**config.mk**
```make
export PLATFORM = sky130hd
export DESIGN_NAME = sap1_controller
export DESIGN_NICKNAME = d
export VERILOG_FILES = /design/src/rtl/sap1_controller.sv
export SDC_FILE = /design/constraint.sdc
export NUM_CORES = 1
export LEC_CHECK = 0
export ABC_AREA = 1
export CORE_AREA = 2 2 39 41
export CTS_CLUSTER_DIAMETER = 150
export DETAILED_ROUTE_END_ITERATION = 16
export DIE_AREA = 0 0 41 43
export DONT_BUFFER_PORTS = 1
export GPL_TIMING_DRIVEN = 1
export PLACE_DENSITY = 0.54
export SLEW_MARGIN = 10
export SYNTH_ARGS = -nofsm -noshare
export SYNTH_HDL_FRONTEND = slang
export SYNTH_SLANG_ARGS = --single-unit
export TNS_END_PERCENT = 20
```
**constraint.sdc**
```tcl
create_clock -name clk -period 2 [get_ports clk]
set_input_delay 0.6 -clock clk [delete_from_list [all_inputs] [get_ports clk]]
set_output_delay 0.6 -clock clk [all_outputs]
set_load 0.01 [all_outputs]
```
**src/rtl/sap1_controller.sv**
```systemverilog
// sap1_controller: T-state ring sequencer and control-word decoder for the SAP-1 datapath
module sap1_controller #(
    parameter int OP_W       = 4,
    parameter bit FAST_CYCLE = 1'b0
) (
    input  logic            clk,
    input  logic            rst,
    input  logic            run,
    input  logic [OP_W-1:0] opcode,
    output logic [5:0]      t_state,
    output logic            pc_inc,
    output logic            pc_en,
    output logic            mar_load,
    output logic            ram_en,
    output logic            ir_load,
    output logic            ir_en,
    output logic            a_load,
    output logic            a_en,
    output logic            b_load,
    output logic            alu_sub,
    output logic            alu_en,
    output logic            out_load,
    output logic            halted
);
    typedef enum logic [5:0] {
        T1 = 6'b000001,
        T2 = 6'b000010,
        T3 = 6'b000100,
        T4 = 6'b001000,
        T5 = 6'b010000,
        T6 = 6'b100000
    } tstate_e;

    localparam logic [OP_W-1:0] OP_LDA = OP_W'(4'b0000);
    localparam logic [OP_W-1:0] OP_ADD = OP_W'(4'b0001);
    localparam logic [OP_W-1:0] OP_SUB = OP_W'(4'b0010);
    localparam logic [OP_W-1:0] OP_OUT = OP_W'(4'b1110);
    localparam logic [OP_W-1:0] OP_HLT = OP_W'(4'b1111);

    tstate_e state_q, state_d;
    logic    halted_q, halted_d;
    logic    is_lda, is_add, is_sub, is_out, is_hlt, is_nop;
    logic    alu_op, mem_op, act, end_early;
    logic    t1, t2, t3, t4, t5, t6;

    assign is_lda = opcode == OP_LDA;
    assign is_add = opcode == OP_ADD;
    assign is_sub = opcode == OP_SUB;
    assign is_out = opcode == OP_OUT;
    assign is_hlt = opcode == OP_HLT;
    assign is_nop = !(is_lda || is_add || is_sub || is_out || is_hlt);
    assign alu_op = is_add || is_sub;
    assign mem_op = is_lda || alu_op;

    assign t1 = state_q == T1;
    assign t2 = state_q == T2;
    assign t3 = state_q == T3;
    assign t4 = state_q == T4;
    assign t5 = state_q == T5;
    assign t6 = state_q == T6;

    // Strobes only fire while the machine is live; reset forces them low even before the flops clear
    assign act = !rst && run && !halted_q;

    // Short instructions skip their idle tail states when the fast cycle is enabled
    assign end_early = FAST_CYCLE && ((t3 && is_nop) || (t4 && is_out) || (t5 && is_lda));

    // Next-state: rotate the ring, park on HLT at T4, or return to T1 early
    always_comb begin
        state_d  = state_q;
        halted_d = halted_q;
        if (run && !halted_q) begin
            if (t4 && is_hlt)
                halted_d = 1'b1;
            else
                state_d = end_early ? T1 : tstate_e'({state_q[4:0], state_q[5]});
        end
    end

    // Sequencer state with asynchronous clear
    always_ff @(posedge clk or posedge rst) begin
        if (rst) begin
            state_q  <= T1;
            halted_q <= 1'b0;
        end else begin
            state_q  <= state_d;
            halted_q <= halted_d;
        end
    end

    assign t_state  = state_q;
    assign halted   = halted_q;

    // Control word: fetch in T1..T3, execute decoded from the opcode in T4..T6
    assign pc_en    = act && t1;
    assign pc_inc   = act && t2;
    assign ir_load  = act && t3;
    assign mar_load = act && (t1 || (t4 && mem_op));
    assign ram_en   = act && (t3 || (t5 && mem_op));
    assign ir_en    = act && t4 && mem_op;
    assign a_load   = act && ((t5 && is_lda) || (t6 && alu_op));
    assign b_load   = act && t5 && alu_op;
    assign alu_sub  = act && (t5 || t6) && is_sub;
    assign alu_en   = act && t6 && alu_op;
    assign a_en     = act && t4 && is_out;
    assign out_load = act && t4 && is_out;
endmodule

```
# Yosys cells after proc, flatten, opt, wreduce, memory -nomap -nowiden
# Index checks and enable logic that the tools add are counted.
# classes
n_eq_ne	10
n_reduce_logical	34
n_bitwise	1
# ops
operator	count
$logic_and 1x1->1	23
$eq 4x4->1 const B	2
$eq 6x1->1 const B	1
$eq 6x2->1 const B	1
$eq 6x3->1 const B	1
$eq 6x4->1 const B	1
$eq 6x5->1 const B	1
$eq 6x6->1 const B	1
$logic_or 1x1->1	6
$eq 4x1->1 const B	1
$eq 4x2->1 const B	1
$logic_not 4->1	1
$reduce_and 2->1	2
$logic_not 1->1	2
$not 1->1	1
# word_totals
inputBits	7
elab_cells	47
out_inout_bits	19
ff_bits	7

# Logic depth before layout (Yosys ltp)
# Gate-level depths: netlist (run 1).
# logic_depth
depth_word	6
ltp_mapped	7

# Worst setup path before layout (run 1)
# No wires, ideal clock.
# synth_timing
path_kind	input to output
from	input port run
to	output port out_load
slack_ps	-122
arrival_ps	1522
required_time_ps	1400
path_stages	5
path_cell_list	inv_1 -> nor2_4 -> nand2_4 -> nor3_1 -> buf_4
# synth_via
elab_chain_len	4
# synth_rtl
item	line	text
from (decl)	8	input logic run,
$logic_and 1x1->1 (2 in a row)	63	assign act = !rst && run && !halted_q;
$logic_and 1x1->1 (2 in a row)	n/a	
to (decl)	22	output logic out_load,
# No other way between the ends.

# Worst setup path in the final report (run 1)
# layout_timing
from	register state_q[4], in the netlist t_state[4]
to	output port alu_sub
# layout_via
elab_chain_len	4
elab_cells_between_ends	5
# layout_rtl
item	line	text
from (decl)	40	tstate_e state_q, state_d;
from (signal assigned)	86	state_q <= state_d;
$eq 6x5->1 or $eq 6x6->1 (tied branches)	59, 60	
$logic_or 1x1->1 (*)	103	assign alu_sub = act && (t5 || t6) && is_sub;
$logic_and 1x1->1 (*) (2 in a row)	103	
to (decl)	20	output logic alu_sub,
# Mark *: on every way between the ends. The rest lies on a longest branch, timed or not.

==> impl_results.md, run 1 <==
- Period utilization: 0.978
- FP Rows: 14
- Internal cell power: 0.227 mW
- Layout cell share with drive strength beyond 1: 0.402
- Peak Freq: 511 MHz
- Core box area: 1380 µm²
- Met3 WL: 75 µm
- Clock buffer depth: 2
- Register share of total power: 0.467
- Post-Synth XOR/XNOR Area: 0
- Reg2Reg Setup Slack: 0.63 ns
- Largest net degree at the start of global routing: 10
- Final wirelength: 1270 µm
- Total grt overflow: 0
- Root Buffer Master: clkbuf_4
- Commonest non-fill, non-tap cell in the layout: nand2_1
- First-pass GRT wire length: 2050 µm
- CTS tree: done
- Clock power share: 0.436
- Commonest non-fill, non-tap cells in the layout: nand2_1, inv_1, nand3_1
- RSZ-0062 raised after global routing: true
- Endpoints failing setup: 0
- Cell count after synthesis: 85
- Static Leakage: about 0.35 nW
- Outcome: completed
- Placed insts: 107
- WP buf/inv: 0
- Synth Flop Type: dfrtp_1
- FF-to-FF End: t_state[1]
- M1 WL: 530 µm
- Die area: 1760 µm²
- Synth warn: 0
- Nets: around 110
- CTS Sinks: 7
- Flops & latches, synth: 7
- Post-synthesis simple-gate area fraction: 0.529
- Die width: 41 µm
- Proportion of synthesized area in mux cells: 0
- Worst-Skew Late Latency: about 0.26 ns
- CP startpoint kind: register
- Crit path DAT: 1.36 ns
- Max Cap Viol: 0
- Ys async rst share: 1.00
- H-tree depth: 1
- Minimum clock period: between 1.5 and 2 ns
- Vias per inst: 5.21
- Post-synthesis compound-gate area fraction: 0.0471
- CTS buffer count: 3
- Uppermost layer routed: met4
- Crit. Startpoint: t_state[4]
- Port Buf Inserts: 0
- Hold/Removal Path Class: in2async
- Max transition margin: 0.826
- Reg2reg start: t_state[0]
- Detailed Routing Iterations Pass 1: 2
- # DRC: 0
- Number of flops mapped to enable cells by yosys: 0
- Fin cells: between 100 and 150
- Setup Crit Path Kind: reg2out
- IO Count: 26
- Worst path max stage delay: 0.47 ns
- Netlist cell types: 18
- Initial DRC Count: 5
- VDD IR max: 0.293 mV
- DIE HEIGHT: 43 µm
- Mean Syn Cell Area: 6.57 µm²
- Crit path required time: 1.40 ns
- # hold bufs at CTS: 0
- Sw Ratio: 0.253
- Worst Skew: 0.00766 ns
- Routed via count: 589
- P_sw: between 0.07 and 0.08 mW
- Antenna Nets Post-Route: 0
- CP top delay family: flip-flops
- Area growth, synth to finish: 32.3%
- DR WL met2: 650 µm
- Power per cell area: 412 nW/µm²
- Initial antenna violation count: 0
- Tightest Pin Transition: 0.260 ns
- Total GRT Usage: 0.173
- Synth Area in Adders: 0
- Final Hold Violating Endpoints: 0
- Vias in the first global route: 516
- Largest family of logic cells by synthesized area: simple AND/OR/NAND/NOR gates
- GP Congestion: 0.714
- Critical Path Fanout Max: 6
- Slew Limit Fails: 0
- Detailed placement HPWL: 991 µm
- Slowest-stage cell, CP: dfrtp_2
- Reg2Reg Depth: 8
- Sequential fraction of the synthesis area: 0.316
- Combinational power share: 0.097
- Initial Util: 0.403
- Crit-path cells: or2_1 -> nor2_2 -> nand2_1 -> a21oi_2
- Clock-pin slew on the worst setup and hold paths: 0.06 ns
- Final Power: 0.304 mW
- Routed WL per cell: 11.2 µm
- Synth Net Count: 92
- Kind of end point of the critical path: primary output
- Mapped cell area: 558 µm²
- Antenna cells: 0
[stage by stage]
stage | TNS, ns | hold slack (ns) | setup WS (ns) | area [µm²] | util
final | 0 | 0.266 | 0.0446 | 738 | 0.533
after global routing | -0.0266 | 0.296 | -0.0107 | 738 | 0.533
after CTS | 0 | 0.274 | 0.00440 | 683 | 0.494
after detailed placement | 0 | 0.520 | 0.0555 | 634 | 0.458
after global placement | 0 | 0.513 | 0.103 | 634 | 0.458
after floorplan | 0 | 0.434 | 0.0463 | 569 | -
[sequential cells by signal (all words and copies together) (netlist names)]
register  flops
t_state       6
halted        1
[worst max path at each step]
stage,to,slack [ns],depth (start not counted)
finish,alu_sub,0.04,4
global placement,mar_load,0.10,5
CTS,alu_sub,0.004,4
detailed placement,mar_load,0.06,5
floorplan,out_load,0.05,5
global route,ir_load,-0.01,3
[per-layer routing]
metal | track usage | vias up
met5 | 0 | -
li1 | - | 293
met1 | 0.203 | 275
met2 | 0.284 | 19
met4 | 0.0800 | 0
met3 | 0.0314 | 2
[power by group through the flow]
stage               logic (mW)  clock network (mW)  registers (mW)
floorplan               0.0206                   0           0.144
global placement        0.0278                   0           0.144
detailed placement      0.0283                   0           0.144
CTS                     0.0286               0.132           0.142
global route            0.0329               0.140           0.142
finish                  0.0296               0.132           0.142
[kinds of logic after synthesis]
logic type / Yosys count
flip-flops: 7
buffers and inverters: 15
AND/OR/NAND/NOR: 59
AO/OA/AOI/OAI: 4
[cells in the mapped netlist, types with 2 or more instances]
cell	n	share of area
nand2_1	24	0.16
inv_1	14	0.094
nand3_1	10	0.090
nor2_1	10	0.067
dfrtp_1	6	0.27
nand4_1	4	0.045
nor3_1	3	0.027
a21oi_1	2	0.018
nand2_4	2	0.040
nor2_2	2	0.022
[final cells by class]
type,instances,area [µm²]
multi-input combinational,63,385
timing repair buffer,9,71.3
fill,146,646
sequential,7,183
inverter,14,52.6
tap,16,20.0
clock buffer,4,26.3
[repair_timing]
item / in CTS / in global routing
resized for setup: 7 / 15
setup endpoints to repair: 10 / 12
cloned: 0 / 0
buffers inserted: 0 / 2
pin swaps: 0 / 3
(Power assumes the default switching activity.)
==> inputs of run 2 (changes only) <==
--- a/config.mk
+++ b/config.mk
@@ -13,6 +13,7 @@
 export DONT_BUFFER_PORTS = 1
 export GPL_TIMING_DRIVEN = 1
 export PLACE_DENSITY = 0.54
+export RECOVER_POWER = 50
 export SLEW_MARGIN = 10
 export SYNTH_ARGS = -nofsm -noshare
 export SYNTH_HDL_FRONTEND = slang
==> constraint.sdc (replaced) <==
create_clock -name clk -period 2.11 [get_ports clk]
set_input_delay 0.633 -clock clk [delete_from_list [all_inputs] [get_ports clk]]
set_output_delay 0.633 -clock clk [all_outputs]
set_load 0.01 [all_outputs]
==> impl_results.md, run 2 (synthesized netlist as in run 1, its figures left out) <==
- Outcome: completed
- Total grt overflow: 0 (unchanged)
- Tightest Pin Transition: 0.382 ns (+0.122 ns)
- Die area: 1760 µm² (unchanged)
- GP Congestion: 0.691 (-3.2%)
- Multi-input logic area: 349 µm² (-9.4%)
- Core box area: 1380 µm² (unchanged)
- Vias in the first global route: 476 (-7.8%)
- Initial antenna violation count: 0 (unchanged)
- Die width: 41 µm (unchanged)
- Area growth, synth to finish: 20.0%
- Final wirelength: 1220 µm (-3.8%)
- Clock power share: 0.428 (-0.008)
- Minimum hold slack: 0.388 ns (+0.121 ns)
- Pre-CTS WS: 0.128 ns (+0.0728 ns)
- Max Cap Viol: 0 (unchanged)
- Max transition margin: 0.745 (-0.0809)
- Worst-Skew Late Latency: 0.25 ns (about the same)
- Final Power: 0.278 mW (-8.6%)
- Kind of end point of the critical path: primary output
- # DRC: 0 (unchanged)
- Port Buf Inserts: 0 (unchanged)
- Worst Skew: 0.00370 ns (-0.00396 ns)
- Nets: 102 (-2.9%)
- Fill count: 147 (+0.68%)
- Routed WL per cell: 11.1 µm (-1.2%)
- Hold/Removal Path Class: in2async
- Critical path destination: alu_sub
- Layout cell share with drive strength beyond 1: 0.277 (-0.125)
- Initial DRC Count: 8 (+3)
- Setup Crit Path Kind: reg2out
- RSZ-0062 raised after global routing: true
- Reg2Reg Depth: 7 (-1)
- # hold bufs at CTS: 0 (unchanged)
- Crit path required time: 1.48 ns (+0.08 ns)
- P_sw: 0.0646 mW (-16%)
- Max reg flops: 6 (unchanged)
- VDD IR max: 0.263 mV (-10%)
- Reg2Reg Setup Slack: 0.75 ns (+0.12 ns)
- CTS tree: done
- CP startpoint kind: register
- Internal cell power: 0.213 mW (-6.1%)
- Routed via count: 557 (-5.4%)
- Detailed Routing Iterations Pass 1: 4 (+2)
- CTS buffer count: 3 (unchanged)
- Final worst setup slack: 0.0802 ns (+0.0356 ns)
- Clock-pin slew on the worst setup and hold paths: 0.05 ns (about the same)
- Static Leakage: 0.318 nW (-9.5%)
- Initial Util: 0.403 (unchanged)
- H-tree depth: 1 (unchanged)
- Total GRT Usage: 0.172 (-0.00102)
- Detailed placement HPWL: 991 µm (about the same)
- Power per cell area: 415 nW/µm² (+0.77%)
- IO Count: 26 (unchanged)
- Final Hold Violating Endpoints: 0 (unchanged)
- FP Rows: 14 (unchanged)
- Sw Ratio: 0.233 (-0.0206)
- DIE HEIGHT: 43 µm (unchanged)
- Root Buffer Master: clkbuf_4
- CTS Sinks: 7 (unchanged)
- Antenna cells: 0 (unchanged)
- Peak Freq: approximately 500 MHz
- Reg2reg start: t_state[0]
- Crit. Startpoint: t_state[1]
- Clock buffer depth: 2 (unchanged)
- Slew Limit Fails: 0 (unchanged)
- Minimum clock period: 2.03 ns
- Endpoints failing setup: 0 (unchanged)
- Critical Path Fanout Max: 6 (unchanged)
- # resized after CTS: 4 (-3)
- Post-CTS Setup Inserts: 0 (unchanged)
- Register share of total power: 0.485 (+0.018)
- First-pass GRT wire length: 1990 µm (-2.7%)
- Period utilization: 0.962
- Vias per inst: 5.06 (-2.9%)
- Finished Core Util: 0.484 (-0.0497)
- Crit path DAT: 1.40 ns (+0.04 ns)
- Combinational power share: 0.087 (-0.010)
- Worst path max stage delay: 0.46 ns (about the same)
- Antenna Nets Post-Route: 0 (unchanged)
- Largest net degree at the start of global routing: 10 (unchanged)
- FF-to-FF End: t_state[1]
- Commonest non-fill, non-tap cell in the layout: nand2_1
- Crit-path cells: nor2_2 -> nand2_1 -> nor2_2 -> nand2_1 -> a21oi_2
- Reg area: 180 µm² (-1.4%)
- Commonest non-fill, non-tap cells in the layout: nand2_1, inv_1, nand3_1
- Slowest-stage cell, CP: dfrtp_2
[run 2: changes by cell type in the layout (fill, tap and decap cells not counted), sizes merged]
cell / delta
buf: -4
clkbuf: +1
[run 2: critical path, delay by kind of cell, from the launching register on]
kind	cells	cell delay [ns]
AND/OR/NAND/NOR	4	0.49
AO/OA/AOI/OAI	1	0.20
flip-flops	1	0.46
[run 2: cell type report]
cell class              instances  area share
flip-flops and latches          7       0.269
well taps                      16      0.0299
multi-input cells              63       0.521
inverters                      14      0.0785
clock buffers                   4      0.0393
repair buffers                  6      0.0617
[run 2: metal layers]
layer	global-route usage	routed length (µm)	up-vias	part of all wire
met5	0	0	-	0
met4	0.120	15	0	0.012
met3	0.0471	63	2	0.052
met2	0.275	583	18	0.48
met1	0.180	560	249	0.46
li1	-	-	288	-
[run 2: through the flow]
| stage | instance area (µm²) | std cells | TNS (ns) |
|---|---|---|---|
| floorplan | 563 | 85 | 0 |
| global placement | 621 | 106 | 0 |
| detailed placement | 621 | 106 | 0 |
| CTS | 662 | 110 | 0 |
| global route | 669 | 110 | -0.0122 |
| finish | 669 | 110 | 0 |
[run 2: worst min-delay path by stage]
| stage | endpoint | slack (ns) | cells past startpoint |
|---|---|---|---|
| 2_1_floorplan | halted | 0.47 | 1 |
| 3_3_place_gp | t_state[0] | 0.51 | 2 |
| 3_5_place_dp | t_state[0] | 0.52 | 2 |
| 4_1_cts | t_state[5] | 0.30 | 2 |
| 5_1_grt | halted | 0.44 | 2 |
| 6_report | halted | 0.39 | 2 |
[run 2: power by group through the flow]
stage	combinational, mW	clock [mW]	sequential, mW
global placement	0.0257	0	0.137
CTS	0.0264	0.127	0.134
global route	0.0275	0.138	0.134
floorplan	0.0190	0	0.137
detailed placement	0.0258	0	0.137
finish	0.0242	0.119	0.135
